`src/rtl/fish_game_pkg.sv`:
```
// fish_game_pkg: state encoding and per-level geometry
// tables shared by the fishing game engine.
package fish_game_pkg;

    typedef enum logic [1:0] {
        ST_FISH  = 2'd0,
        ST_CATCH = 2'd1,
        ST_WIN   = 2'd2
    } game_state_e;

    typedef struct packed {
        logic [5:0] half_h;
        logic [6:0] len;
        logic [6:0] hook_w;
        logic [9:0] lane_y;
    } level_geom_t;

    function automatic logic [5:0] size_half_h(
        input logic [2:0] lvl
    );
        logic [5:0] h;
        case (lvl)
            3'd0:    h = 6'd10;
            3'd1:    h = 6'd8;
            3'd2:    h = 6'd5;
            3'd3:    h = 6'd3;
            3'd4:    h = 6'd3;
            default: h = 6'd2;
        endcase
        return h;
    endfunction

    function automatic logic [6:0] size_len(
        input logic [2:0] lvl
    );
        logic [6:0] l;
        case (lvl)
            3'd0:    l = 7'd60;
            3'd1:    l = 7'd40;
            3'd2:    l = 7'd20;
            3'd3:    l = 7'd10;
            3'd4:    l = 7'd10;
            3'd5:    l = 7'd8;
            3'd6:    l = 7'd8;
            default: l = 7'd6;
        endcase
        return l;
    endfunction

    function automatic logic [6:0] hook_w(
        input logic [6:0] len
    );
        logic [6:0] q;
        q = len >> 2;
        return (q < 7'd2) ? 7'd2 : q;
    endfunction

    function automatic logic [9:0] lane_y(
        input int lvl,
        input int y0,
        input int step
    );
        return 10'(y0 - lvl * step);
    endfunction

endpackage

```
`src/rtl/fish_level_rom.sv`:
```
// fish_level_rom: level index to fish size, hook window
// and lane height; also the lane of the following level.
module fish_level_rom
    import fish_game_pkg::*;
#(
    parameter int NUM_LEVELS = 4,
    parameter int LANE_Y0    = 470,
    parameter int LANE_STEP  = 90
) (
    input  logic [2:0]  level,
    output level_geom_t geom,
    output logic [9:0]  next_lane_y
);

    logic [9:0] lane_tab [NUM_LEVELS];

    for (genvar g = 0; g < NUM_LEVELS; g++) begin : g_lane
        assign lane_tab[g] = lane_y(g, LANE_Y0, LANE_STEP);
    end

    always_comb begin
        geom.half_h = size_half_h(level);
        geom.len    = size_len(level);
        geom.hook_w = hook_w(size_len(level));
        geom.lane_y = lane_tab[0];
        next_lane_y = lane_tab[0];
        for (int i = 1; i < NUM_LEVELS; i++) begin
            if (level == 3'(i))
                geom.lane_y = lane_tab[i];
            if (level == 3'(i - 1))
                next_lane_y = lane_tab[i];
        end
    end

endmodule

```
`src/rtl/fish_game_ctrl.sv`:
```
// fish_game_ctrl: frame-strobed game engine for the VGA
// fishing demo; exports rod, line and fish geometry.
module fish_game_ctrl
    import fish_game_pkg::*;
#(
    parameter int NUM_LEVELS = 4,
    parameter int H_MIN      = 312,
    parameter int H_MAX      = 798,
    parameter int ROD_X_RST  = 450,
    parameter int SURFACE_Y  = 155,
    parameter int REEL_Y     = 105,
    parameter int LANE_Y0    = 470,
    parameter int LANE_STEP  = 90,
    parameter int FISH_SPEED = 2,
    parameter int LINE_DROP  = 4,
    parameter int REEL_SPEED = 2,
    parameter int ROD_SPEED  = 2
) (
    input  logic       clk,
    input  logic       rst_n,
    input  logic       tick,
    input  logic       up,
    input  logic       down,
    input  logic       left,
    input  logic       right,
    output logic [9:0] rod_x,
    output logic [9:0] line_y,
    output logic [9:0] fish_x,
    output logic [9:0] fish_y,
    output logic [5:0] fish_half_h,
    output logic [6:0] fish_len,
    output logic       fish_visible,
    output logic [2:0] level,
    output logic [1:0] state,
    output logic       won,
    output logic       catch_pulse
);

    if (NUM_LEVELS < 2 || NUM_LEVELS > 8) begin : g_chk_lv
        $error("fish_game_ctrl: NUM_LEVELS must be 2..8");
    end
    if (LANE_Y0 - (NUM_LEVELS - 1) * LANE_STEP
        <= REEL_Y + 16) begin : g_chk_lane
        $error("fish_game_ctrl: top lane too close to REEL_Y");
    end

    localparam logic [9:0] HMIN    = 10'(H_MIN);
    localparam logic [9:0] HMAX    = 10'(H_MAX);
    localparam logic [9:0] ROD_RST = 10'(ROD_X_RST);
    localparam logic [9:0] SURF    = 10'(SURFACE_Y);
    localparam logic [9:0] REELY   = 10'(REEL_Y);
    localparam logic [9:0] LANE0   = 10'(LANE_Y0);
    localparam logic [9:0] FSPD    = 10'(FISH_SPEED);
    localparam logic [9:0] LDROP   = 10'(LINE_DROP);
    localparam logic [9:0] RSPD    = 10'(REEL_SPEED);
    localparam logic [9:0] ROD_SPD = 10'(ROD_SPEED);
    localparam logic [9:0] FX_WRAP = 10'(H_MIN + FISH_SPEED);
    localparam logic [9:0] REEL_LO = 10'(REEL_Y + REEL_SPEED);
    localparam logic [9:0] ROD_HI  = 10'(H_MAX - ROD_SPEED);
    localparam logic [9:0] ROD_LO  = 10'(H_MIN + ROD_SPEED);
    localparam logic [2:0] LAST_LV = 3'(NUM_LEVELS - 1);

    game_state_e state_q, state_d;
    logic [2:0]  level_q, level_d;
    logic [9:0]  rod_x_q, rod_x_d;
    logic [9:0]  line_y_q, line_y_d;
    logic [9:0]  fish_x_q, fish_x_d;
    logic [9:0]  fish_y_q, fish_y_d;
    logic        catch_q, catch_d;

    level_geom_t geom;
    logic [9:0]  next_lane;

    fish_level_rom #(
        .NUM_LEVELS (NUM_LEVELS),
        .LANE_Y0    (LANE_Y0),
        .LANE_STEP  (LANE_STEP)
    ) u_rom (
        .level       (level_q),
        .geom        (geom),
        .next_lane_y (next_lane)
    );

    logic [9:0] dy;
    logic [9:0] fx_step;
    logic [9:0] ly_drop;
    logic [9:0] rod_step;
    logic [9:0] fy_reel;
    logic [9:0] ly_reel;
    logic       hook;
    logic       reel_done;
    logic       legal;
    logic       restart;

    assign dy = (line_y_q >= fish_y_q)
              ? line_y_q - fish_y_q
              : fish_y_q - line_y_q;

    assign hook = up
               && (rod_x_q >= fish_x_q)
               && (rod_x_q <= fish_x_q + {3'b0, geom.hook_w})
               && (dy <= {4'b0, geom.half_h});

    assign fx_step = (fish_x_q <= FX_WRAP)
                   ? HMAX : fish_x_q - FSPD;

    assign ly_drop = (line_y_q + LDROP >= geom.lane_y)
                   ? geom.lane_y : line_y_q + LDROP;

    always_comb begin
        rod_step = rod_x_q;
        if (right)
            rod_step = (rod_x_q >= ROD_HI)
                     ? HMAX : rod_x_q + ROD_SPD;
        else if (left)
            rod_step = (rod_x_q <= ROD_LO)
                     ? HMIN : rod_x_q - ROD_SPD;
    end

    // Catch completes on the tick that would lift the fish to REEL_Y.
    assign reel_done = fish_y_q <= REEL_LO;
    assign fy_reel   = fish_y_q - RSPD;
    assign ly_reel   = (line_y_q <= REEL_LO)
                     ? REELY : line_y_q - RSPD;

    assign legal = (state_q inside {ST_FISH, ST_CATCH, ST_WIN})
                && (level_q <= LAST_LV);

    always_ff @(posedge clk) begin
        if (!rst_n) begin
            state_q  <= ST_FISH;
            level_q  <= 3'd0;
            rod_x_q  <= ROD_RST;
            line_y_q <= SURF;
            fish_x_q <= HMAX;
            fish_y_q <= LANE0;
            catch_q  <= 1'b0;
        end else begin
            state_q  <= state_d;
            level_q  <= level_d;
            rod_x_q  <= rod_x_d;
            line_y_q <= line_y_d;
            fish_x_q <= fish_x_d;
            fish_y_q <= fish_y_d;
            catch_q  <= catch_d;
        end
    end

    always_comb begin
        state_d  = state_q;
        level_d  = level_q;
        rod_x_d  = rod_x_q;
        line_y_d = line_y_q;
        fish_x_d = fish_x_q;
        fish_y_d = fish_y_q;
        catch_d  = 1'b0;
        restart  = 1'b0;
        if (!legal) begin
            restart = 1'b1;
        end else if (tick) begin
            unique case (state_q)
                ST_FISH: begin
                    // A hook freezes the scene where line met fish.
                    if (hook) begin
                        state_d = ST_CATCH;
                        catch_d = 1'b1;
                    end else begin
                        fish_x_d = fx_step;
                        line_y_d = ly_drop;
                        rod_x_d  = rod_step;
                    end
                end
                ST_CATCH: begin
                    if (up && reel_done) begin
                        if (level_q == LAST_LV) begin
                            state_d = ST_WIN;
                        end else begin
                            state_d  = ST_FISH;
                            level_d  = level_q + 3'd1;
                            fish_x_d = HMAX;
                            fish_y_d = next_lane;
                            line_y_d = SURF;
                        end
                    end else if (up) begin
                        fish_y_d = fy_reel;
                        line_y_d = ly_reel;
                    end else if (down) begin
                        state_d  = ST_FISH;
                        fish_x_d = HMAX;
                        fish_y_d = geom.lane_y;
                        line_y_d = SURF;
                    end
                end
                ST_WIN: begin
                    restart = up | down | left | right;
                end
                default: begin
                    restart = 1'b1;
                end
            endcase
        end
        if (restart) begin
            state_d  = ST_FISH;
            level_d  = 3'd0;
            rod_x_d  = ROD_RST;
            line_y_d = SURF;
            fish_x_d = HMAX;
            fish_y_d = LANE0;
            catch_d  = 1'b0;
        end
    end

    always_comb begin
        state        = state_q;
        level        = level_q;
        rod_x        = rod_x_q;
        line_y       = line_y_q;
        fish_x       = fish_x_q;
        fish_y       = fish_y_q;
        fish_half_h  = geom.half_h;
        fish_len     = geom.len;
        catch_pulse  = catch_q;
        won          = (state_q == ST_WIN);
        fish_visible = (state_q != ST_WIN);
    end

endmodule
```
`config.mk`:
```
export PLATFORM = sky130hd
export DESIGN_NAME = fish_game_ctrl
export DESIGN_NICKNAME = d
export VERILOG_FILES = /design/src/rtl/fish_game_pkg.sv /design/src/rtl/fish_level_rom.sv /design/src/rtl/fish_game_ctrl.sv
export SDC_FILE = /design/constraint.sdc
export NUM_CORES = 1
export LEC_CHECK = 0
export CORE_ASPECT_RATIO = 0.6
export CORE_MARGIN = 2
export CORE_UTILIZATION = 58
export CTS_BUF_LIST = sky130_fd_sc_hd__clkbuf_4
export DETAILED_ROUTE_END_ITERATION = 8
export GPL_TIMING_DRIVEN = 0
export HOLD_SLACK_MARGIN = 0.02
export PLACE_DENSITY = 0.83
export SKIP_LAST_GASP = 1
export SLEW_MARGIN = 20
export SYNTH_ARGS = -nofsm -noshare
export SYNTH_HDL_FRONTEND = slang
export SYNTH_SLANG_ARGS = --single-unit
```
`constraint.sdc`:
```
create_clock -name clk -period 6.4 [get_ports clk]
set_clock_uncertainty 0.15 [all_clocks]
set_input_delay 1.6 -clock clk [delete_from_list [all_inputs] [get_ports clk]]
set_output_delay 1.6 -clock clk [all_outputs]
set_load 0.01 [all_outputs]
```
# --- After elaboration in Yosys (flattened, before gate mapping) ---
# Index checks and enable logic that the tools add are counted.
word_totals:
  register_bits: 46
  elab_cells: 119
classes:
  add_sub_neg: 10
  n_lt_le_gt_ge: 12
  eq_ne: 16
  n_mux: 43
  n_bitwise: 9
  n_reduce_logical: 22
ops:
  columns: ["op", "n"]
  rows:
  - ["10-bit two-way mux", 22]
  - ["10-bit case mux with 2 select lines", 2]
  - ["10-bit by 2-bit subtractor with 10-bit output (second input constant)", 4]
  - ["8-bit two-way mux", 4]
  - ["10-bit >= comparator", 3]
  - ["6-bit case mux with 5 select lines", 1]
  - ["10-bit by 7-bit less-or-equal comparator with 1-bit output (second input constant)", 2]
  - ["10-bit by 9-bit less-or-equal comparator with 1-bit output (second input constant)", 2]
  - ["10-bit subtractor", 2]
  - ["9-bit two-way mux", 2]
  - ["4-bit case mux with 4 select lines", 1]
  - ["5-bit AND reduction", 3]
  - ["6-bit AND reduction", 2]
  - ["10-bit by 2-bit adder with 10-bit output (second input constant)", 1]
  - ["10-bit by 3-bit adder with 10-bit output (second input constant)", 1]
  - ["10-bit by 7-bit adder with 10-bit output", 1]
  - ["10-bit >= comparator (second input constant)", 1]
  - ["10-bit less-or-equal comparator", 1]
  - ["10-bit by 6-bit less-or-equal comparator with 1-bit output", 1]
  - ["2-bit two-way mux", 5]
  - ["3-bit == test (second input constant)", 3]
  - ["2-bit inequality test (second input constant)", 4]
  - ["2-bit OR reduction", 4]
  - ["7-bit AND reduction", 1]
  - ["22 further kinds", 39]

# --- Longest topological paths before layout ---
# Gate-level depths: netlist (run 1).
depth:
  ltp_word: 11
  mapped_depth: 22
  mapped_depth_nobuf: 19

# --- By module ---
# From an unflattened synthesis (run 1), not the netlist that was laid out.
unflattened:
  hier_cells: 750
  area_unflattened_um2: 5487.8
by_module_without_submodules:
  columns: ["module", "n_inst", "cells_each", "area_per_inst_um2"]
  rows:
  - ["fish_game_ctrl", 1, 701, 5185.0]
  - ["fish_level_rom", 1, 49, 302.8]

# --- Worst setup path before layout (run 1) ---
# Ideal clock, no wire load.
synth_timing:
  path_type: "register -> register"
  from: "register level_q[0], in the netlist level[0]"
  to: "register rod_x_q[3], in the netlist rod_x[3]"
  setup_time_ps: 128
  arrival_ps: 4519
  t_required_ps: 6122
  slack_ps: 1604
  path_stages_with_launch: 22
  cell_sequence: "dfxtp_1 -> inv_1 -> ha_1 -> clkbuf_1 -> a2111o_1 -> a21o_1 -> fa_1 -> a21o_1 -> a21oi_1 -> nor2_1 -> nand2_1 -> xnor2_1 -> ha_1 -> o21ai_0 -> nor2_1 -> a2111o_1 -> a22oi_1 -> nand4bb_1 -> o211ai_2 -> buf_4 -> mux2i_1 -> nor2_1"
synth_via:
  elab_chain_cells: 11
  word_cells_on_any_way: 24
  classes_between: "add/sub: 1; order compare: 4; eq/ne: 6; mux: 4; bitwise: 1; reduce/logical: 8"
synth_lines:
  columns: ["element", "line_no", "source"]
  rows:
  - ["start: declaration", "fish_game_ctrl.sv:64", "logic [2:0] level_q, level_d;"]
  - ["start signal: assignment", "fish_game_ctrl.sv:140", "level_q <= level_d;"]
  - ["3-bit == test or 3-bit by 2-bit == test with 1-bit output (tied branches)", null, null]
  - ["2-bit OR reduction (no source line)", null, null]
  - ["6-bit case mux with 5 select lines (*)", null, null]
  - ["net fish_len[3]", "fish_game_ctrl.sv:31", "output logic [6:0] fish_len,"]
  - ["4-bit by 2-bit less-than comparator with 1-bit output", "fish_game_pkg.sv:55", "return (q < 7'd2) ? 7'd2 : q;"]
  - ["4-bit two-way mux (*)", "fish_game_pkg.sv:55", null]
  - ["10-bit by 7-bit adder with 10-bit output (*)", "fish_game_ctrl.sv:101", "&& (rod_x_q <= fish_x_q + {3'b0, geom.hook_w})"]
  - ["10-bit less-or-equal comparator (*)", "fish_game_ctrl.sv:101", null]
  - ["1-bit logical AND (*)", "fish_game_ctrl.sv:101", null]
  - ["1-bit logical AND (*)", "fish_game_ctrl.sv:102", "&& (dy <= {4'b0, geom.half_h});"]
  - ["1-bit inverter (no source line) (*)", null, null]
  - ["5-bit AND reduction (no source line) (*)", null, null]
  - ["end signal: assignment", "fish_game_ctrl.sv:141", "rod_x_q <= rod_x_d;"]
  - ["end: declaration", "fish_game_ctrl.sv:65", "logic [9:0] rod_x_q, rod_x_d;"]
# Mark *: on every way through the listed nets, which the timed path passes. The rest lies on a longest branch.
# A chain may end at the register's enable or synchronous reset.

# --- Worst setup path in the final report (run 1) ---
layout_timing:
  from: "register level_q[1], in the netlist level[1]"
  to: "register rod_x_q[3], in the netlist rod_x[3]"
layout_via:
  elab_chain_cells: 11
  word_cells_on_any_way: 24
  classes_between: "add/sub: 1; order compare: 4; eq/ne: 6; mux: 4; bitwise: 1; reduce/logical: 8"
layout_lines:
  columns: ["element", "line_no", "source"]
  rows:
  - ["3-bit == test (tied with other cells)", "fish_game_pkg.sv:37", "case (lvl)"]
  - ["2-bit OR reduction (no source line)", null, null]
  - ["6-bit case mux with 5 select lines", "fish_game_pkg.sv:37", null]
  - ["4-bit by 2-bit less-than comparator with 1-bit output", "fish_game_pkg.sv:55", null]
  - ["4-bit two-way mux", "fish_game_pkg.sv:55", null]
  - ["10-bit by 7-bit adder with 10-bit output", "fish_game_ctrl.sv:101", null]
  - ["10-bit less-or-equal comparator", "fish_game_ctrl.sv:101", null]
  - ["1-bit logical AND", "fish_game_ctrl.sv:101", null]
  - ["1-bit logical AND", "fish_game_ctrl.sv:102", null]
  - ["1-bit inverter (no source line)", null, null]
  - ["5-bit AND reduction (no source line)", null, null]
# Parallel ways exist; a longest one is shown, timed or not.

==> results of run 1 <==
-- sequential cells by signal, summed over array words and instances, names as in the netlist --
name         count
level            3
catch_pulse      1
state            2
rod_x            9
fish_x           9
fish_y           9
line_y          10
-- per-layer routing --
layer	GRT usage, %	routed length, µm
met4	7.58	316
met5	0	0
met1	55.0	8010
met3	14.6	2980
met2	51.4	7200
-- logic make-up (layout without fill, tap and decap cells) --
group,after synthesis,count (layout)
AOI/OAI and AO/OA,218,218
xor gates and xnor gates,26,26
adders and majority gates,69,69
buffers and inverters,102,168
DFF,43,43
muxes,14,14
other,2,9
and+or+nand+nor,237,237
-- metrics by stage --
step	cells	instance area (µm²)	setup WS (ns)	hold WS, ns	util [%]
3_5_place_dp	888	6040	0.971	0.352	69.5
4_1_cts	896	6100	0.938	0.373	70.2
2_1_floorplan	718	5310	1.60	0.348	-
5_1_grt	896	6100	0.457	0.403	70.2
3_3_place_gp	888	6030	1.02	0.345	69.5
6_report	896	6100	0.709	0.381	70.2
-- cell type report --
type                    count  area (µm²)  share of cell area (%)
multi-input cells         573        4020                    65.8
flip-flops and latches     43         861                    14.1
repair buffers             58         581                    9.52
plain buffers              43         223                    3.65
inverters                  59         221                    3.63
well taps                 112         140                    2.30
clock buffers               6        45.0                   0.739
clock inverters             2        12.5                   0.205
-- Yosys cell counts (4+ instances only) --
cell       number
a211oi_1       12
a21o_1         10
a21oi_1        44
a311oi_1        4
a31oi_1         8
and2_1          4
and3_1          4
buf_2           4
buf_4           9
clkbuf_1       26
dfxtp_1        43
ha_1           66
inv_1          58
mux2i_1        11
nand2_1        48
nand2b_1        8
nand3_1        30
nand4_1        12
nor2_1         55
nor2b_1         9
nor3_1         33
nor4_1          7
o2111ai_1       4
o211ai_1       19
o21a_1          7
o21ai_0        49
o221ai_1        4
o311ai_0        5
o31ai_1         6
o32a_1          5
or2_2           4
or3_1           4
xnor2_1        23
-- worst reg2reg max path, delay by kind of cell (launching register included) --
kind	cells	cell delay [ns]
buf+inv	4	0.80
simple gates	5	0.49
xor+xnor	1	0.16
mux	1	0.20
compound gates	7	2.42
fa+ha+maj	3	0.86
flops	1	0.51
-- cell usage in the layout (no fill, tap or decap), drive strengths merged, types with 4 or more instances in the layout --
cell / count
a21oi: 44
nor2: 56
o211ai: 21
conb: 9
a211oi: 12
a31oi: 9
nand4: 12
o311ai: 5
xnor2: 23
o21ai: 50
or2: 4
nor3: 33
a311oi: 4
inv: 58
ha: 66
nand2: 48
dfxtp: 43
o21a: 7
clkdlybuf4s50: 58
o221ai: 4
or3: 5
clkbuf: 32
buf: 17
o32a: 5
o31ai: 6
a21o: 10
mux2i: 11
o2111ai: 4
nand3: 30
and2: 5
and3: 4
nor2b: 9
nand2b: 8
nor4: 7
-- worst max-delay path by stage --
stage / endpoint / cells after the start / slack [ns]
2_1_floorplan: rod_x[3] / 21 / 1.60
4_1_cts: rod_x[3] / 21 / 0.94
6_report: rod_x[3] / 21 / 0.71
3_3_place_gp: rod_x[3] / 21 / 1.02
3_5_place_dp: rod_x[3] / 21 / 0.97
5_1_grt: rod_x[3] / 21 / 0.46
-- power by group --
part | internal (mW) | switching (mW)
clock network | 0.0466 | 0.108
registers | 0.276 | 0.0231
logic | 0.103 | 0.152
==> flow_summary_export.csv, run 1 <==
group,metric,value,unit
clocking,numCtsBuffers,5,
logic_synthesis,synth.area.top_cells,"dfxtp_1 16%, ha_1 16%, o21ai_0 4.6%, a21oi_1 4.2%, inv_1 4.1%",
die,die_area,0.00992,mm²
clocking,clock_sinks,43,
logic_synthesis,synth_top_family_by_area,"compound AO/OA/AOI/OAI gates",
placement,numPortBuffers,58,
logic_synthesis,postSynthRegisterBits,43,
timing,rsz0062_at_grt,"no",
grt,overflow,0,
grt,grt_pass1_wl,29500,µm
worst_hold_path,whs_path_depth,2,
clocking,worstSkewPairLatency,0.42,ns
worst_setup_path,ff2ff_setup_slack,0.71,ns
finish,antenna_cells,0,
clocking,cts_tree,"done",
timing,slew_viol_final,0,
worst_setup_path,arrival,5.84,ns
placement,dp_hpwl,14600,µm
clocking,clkTransAtPathRegs,0.15,ns
timing,max-slew-margin-rel,29.7,%
logic_synthesis,synth_compound_area_share,28.9,%
logic_synthesis,synth-simple-area-share,22.5,%
logic_synthesis,ys_warn_count,0,
clocking,cts_setup_buffers,0,
power,power.leakage,2.56,nW
finish,fillCellCount,733,
clocking,cts_buffer_depth,2,
worst_setup_path,start_kind,"flip-flop",
worst_setup_path,cp_max_fo,10,
timing,tns,0,ns
finish,area_delta_synth_final,15.3,%
die,die_h,78.0,µm
timing,setup-violations-final,0,
worst_setup_path,cp_slowest_cell,"o21ai_0",
grt,antenna_found_initial,0,
worst_setup_path,crit_path_max_incr_delay,0.53,ns
grt,grt_usage,37.6,%
clocking,cts_hold_buffers,0,
logic_synthesis,synth.mux.area_fraction,2.72,%
logic_synthesis,synth_ff_type,"dfxtp_1",
logic_synthesis,seq_area_frac_synth,16.3,%
placement,gp_congestion,0.976,
logic_synthesis,synth_top_area_share,16.3,%
worst_setup_path,worstPathCellList,"inv_1, ha_1, clkbuf_1, o21ai_0, inv_1, ha_1, a21oi_1, nor2b_1, o21a_1, nand3_1, xnor2_1, ha_1, a211oi_1, nor2_1, a2111o_1, a22oi_1, nand4bb_1, o211ai_2, buf_4, mux2i_1, nor2_1",
logic_synthesis,synthAdderAreaFrac,16.8,%
die,core,0.00869,mm²
clocking,ctsResizeCount,0,
worst_setup_path,cp-end-kind,"flip-flop",
timing,tightest_slew,1.04,ns
power,ir_worst_vdd,0.0981,mV
timing,max_freq,176,MHz
worst_setup_path,path_buf_inv,4,
logic_synthesis,synth_xor_area_share,4.31,%
detailed_routing,via_count,6045,
worst_setup_path,cp_top_family,"compound AO/OA/AOI/OAI gates",
detailed_routing,dr.first_iter.drc_count,757,
clocking,htreeDepth,2,
timing,min_period,5.69,ns
detailed_routing,via_per_inst,6.75,
grt,grt_max_degree,14,
detailed_routing,wire_per_inst,20.7,µm
detailed_routing,first_pass_iters,6,
worst_setup_path,cp_common_cell,"ha_1",
worst_setup_path,r2r-end,"rod_x[3]",
worst_hold_path,min_path_type,"flip-flop to flip-flop",
clocking,cts_root_buffer,"clkbuf_4",
logic_synthesis,syn_inst,711,
detailed_routing,routed_wl,18500,µm
worst_hold_path,hold_end,"fish_y[9]",
logic_synthesis,synthArstFlopShare,0,%
worst_setup_path,r2r-start,"level[1]",
worst_setup_path,reg2reg_depth,21,
power,power,0.709,mW
worst_hold_path,min_from,"fish_y[9]",
power,power_density,116,mW/mm²
die,rows,26,
logic_synthesis,mappedNetlistArea,0.00529,mm²
logic_synthesis,synth-edff-count,0,
detailed_routing,drc,0,
logic_synthesis,synth_cell_type_count,81,
worst_setup_path,worst_ep_required_time,6.55,ns
finish,fin_nets,859,
worst_setup_path,critPathKind,"flip-flop to flip-flop",
status,outcome,"finished, final reports clean",
die,io_pins,68,
timing,post-route-period-util,88.9,%
timing,hold_viol_final,0,
finish,drive_gt1_share,5.74,%
die,die_width,127,µm
logic_synthesis,synth_top_cell_by_area,"dfxtp_1",
logic_synthesis,avgSynthCellArea,7.44,µm²
worst_setup_path,setup.worst_path.start,"level[1]",
detailed_routing,ant_nets,0,
die,initial_core_util,60.9,%
grt,grt_pass1_vias,5404,
run,drv_cap,0,
Power figures use the tool's default switching activity.
==> run 2, diff against run 1 <==
--- a/config.mk
+++ b/config.mk
@@ -13,7 +13,6 @@
 export GPL_TIMING_DRIVEN = 0
 export HOLD_SLACK_MARGIN = 0.02
 export PLACE_DENSITY = 0.83
-export SKIP_LAST_GASP = 1
 export SLEW_MARGIN = 20
 export SYNTH_ARGS = -nofsm -noshare
 export SYNTH_HDL_FRONTEND = slang
==> results of run 2 <==
The final DEF is identical to that of run 1; final timing and power are the same.
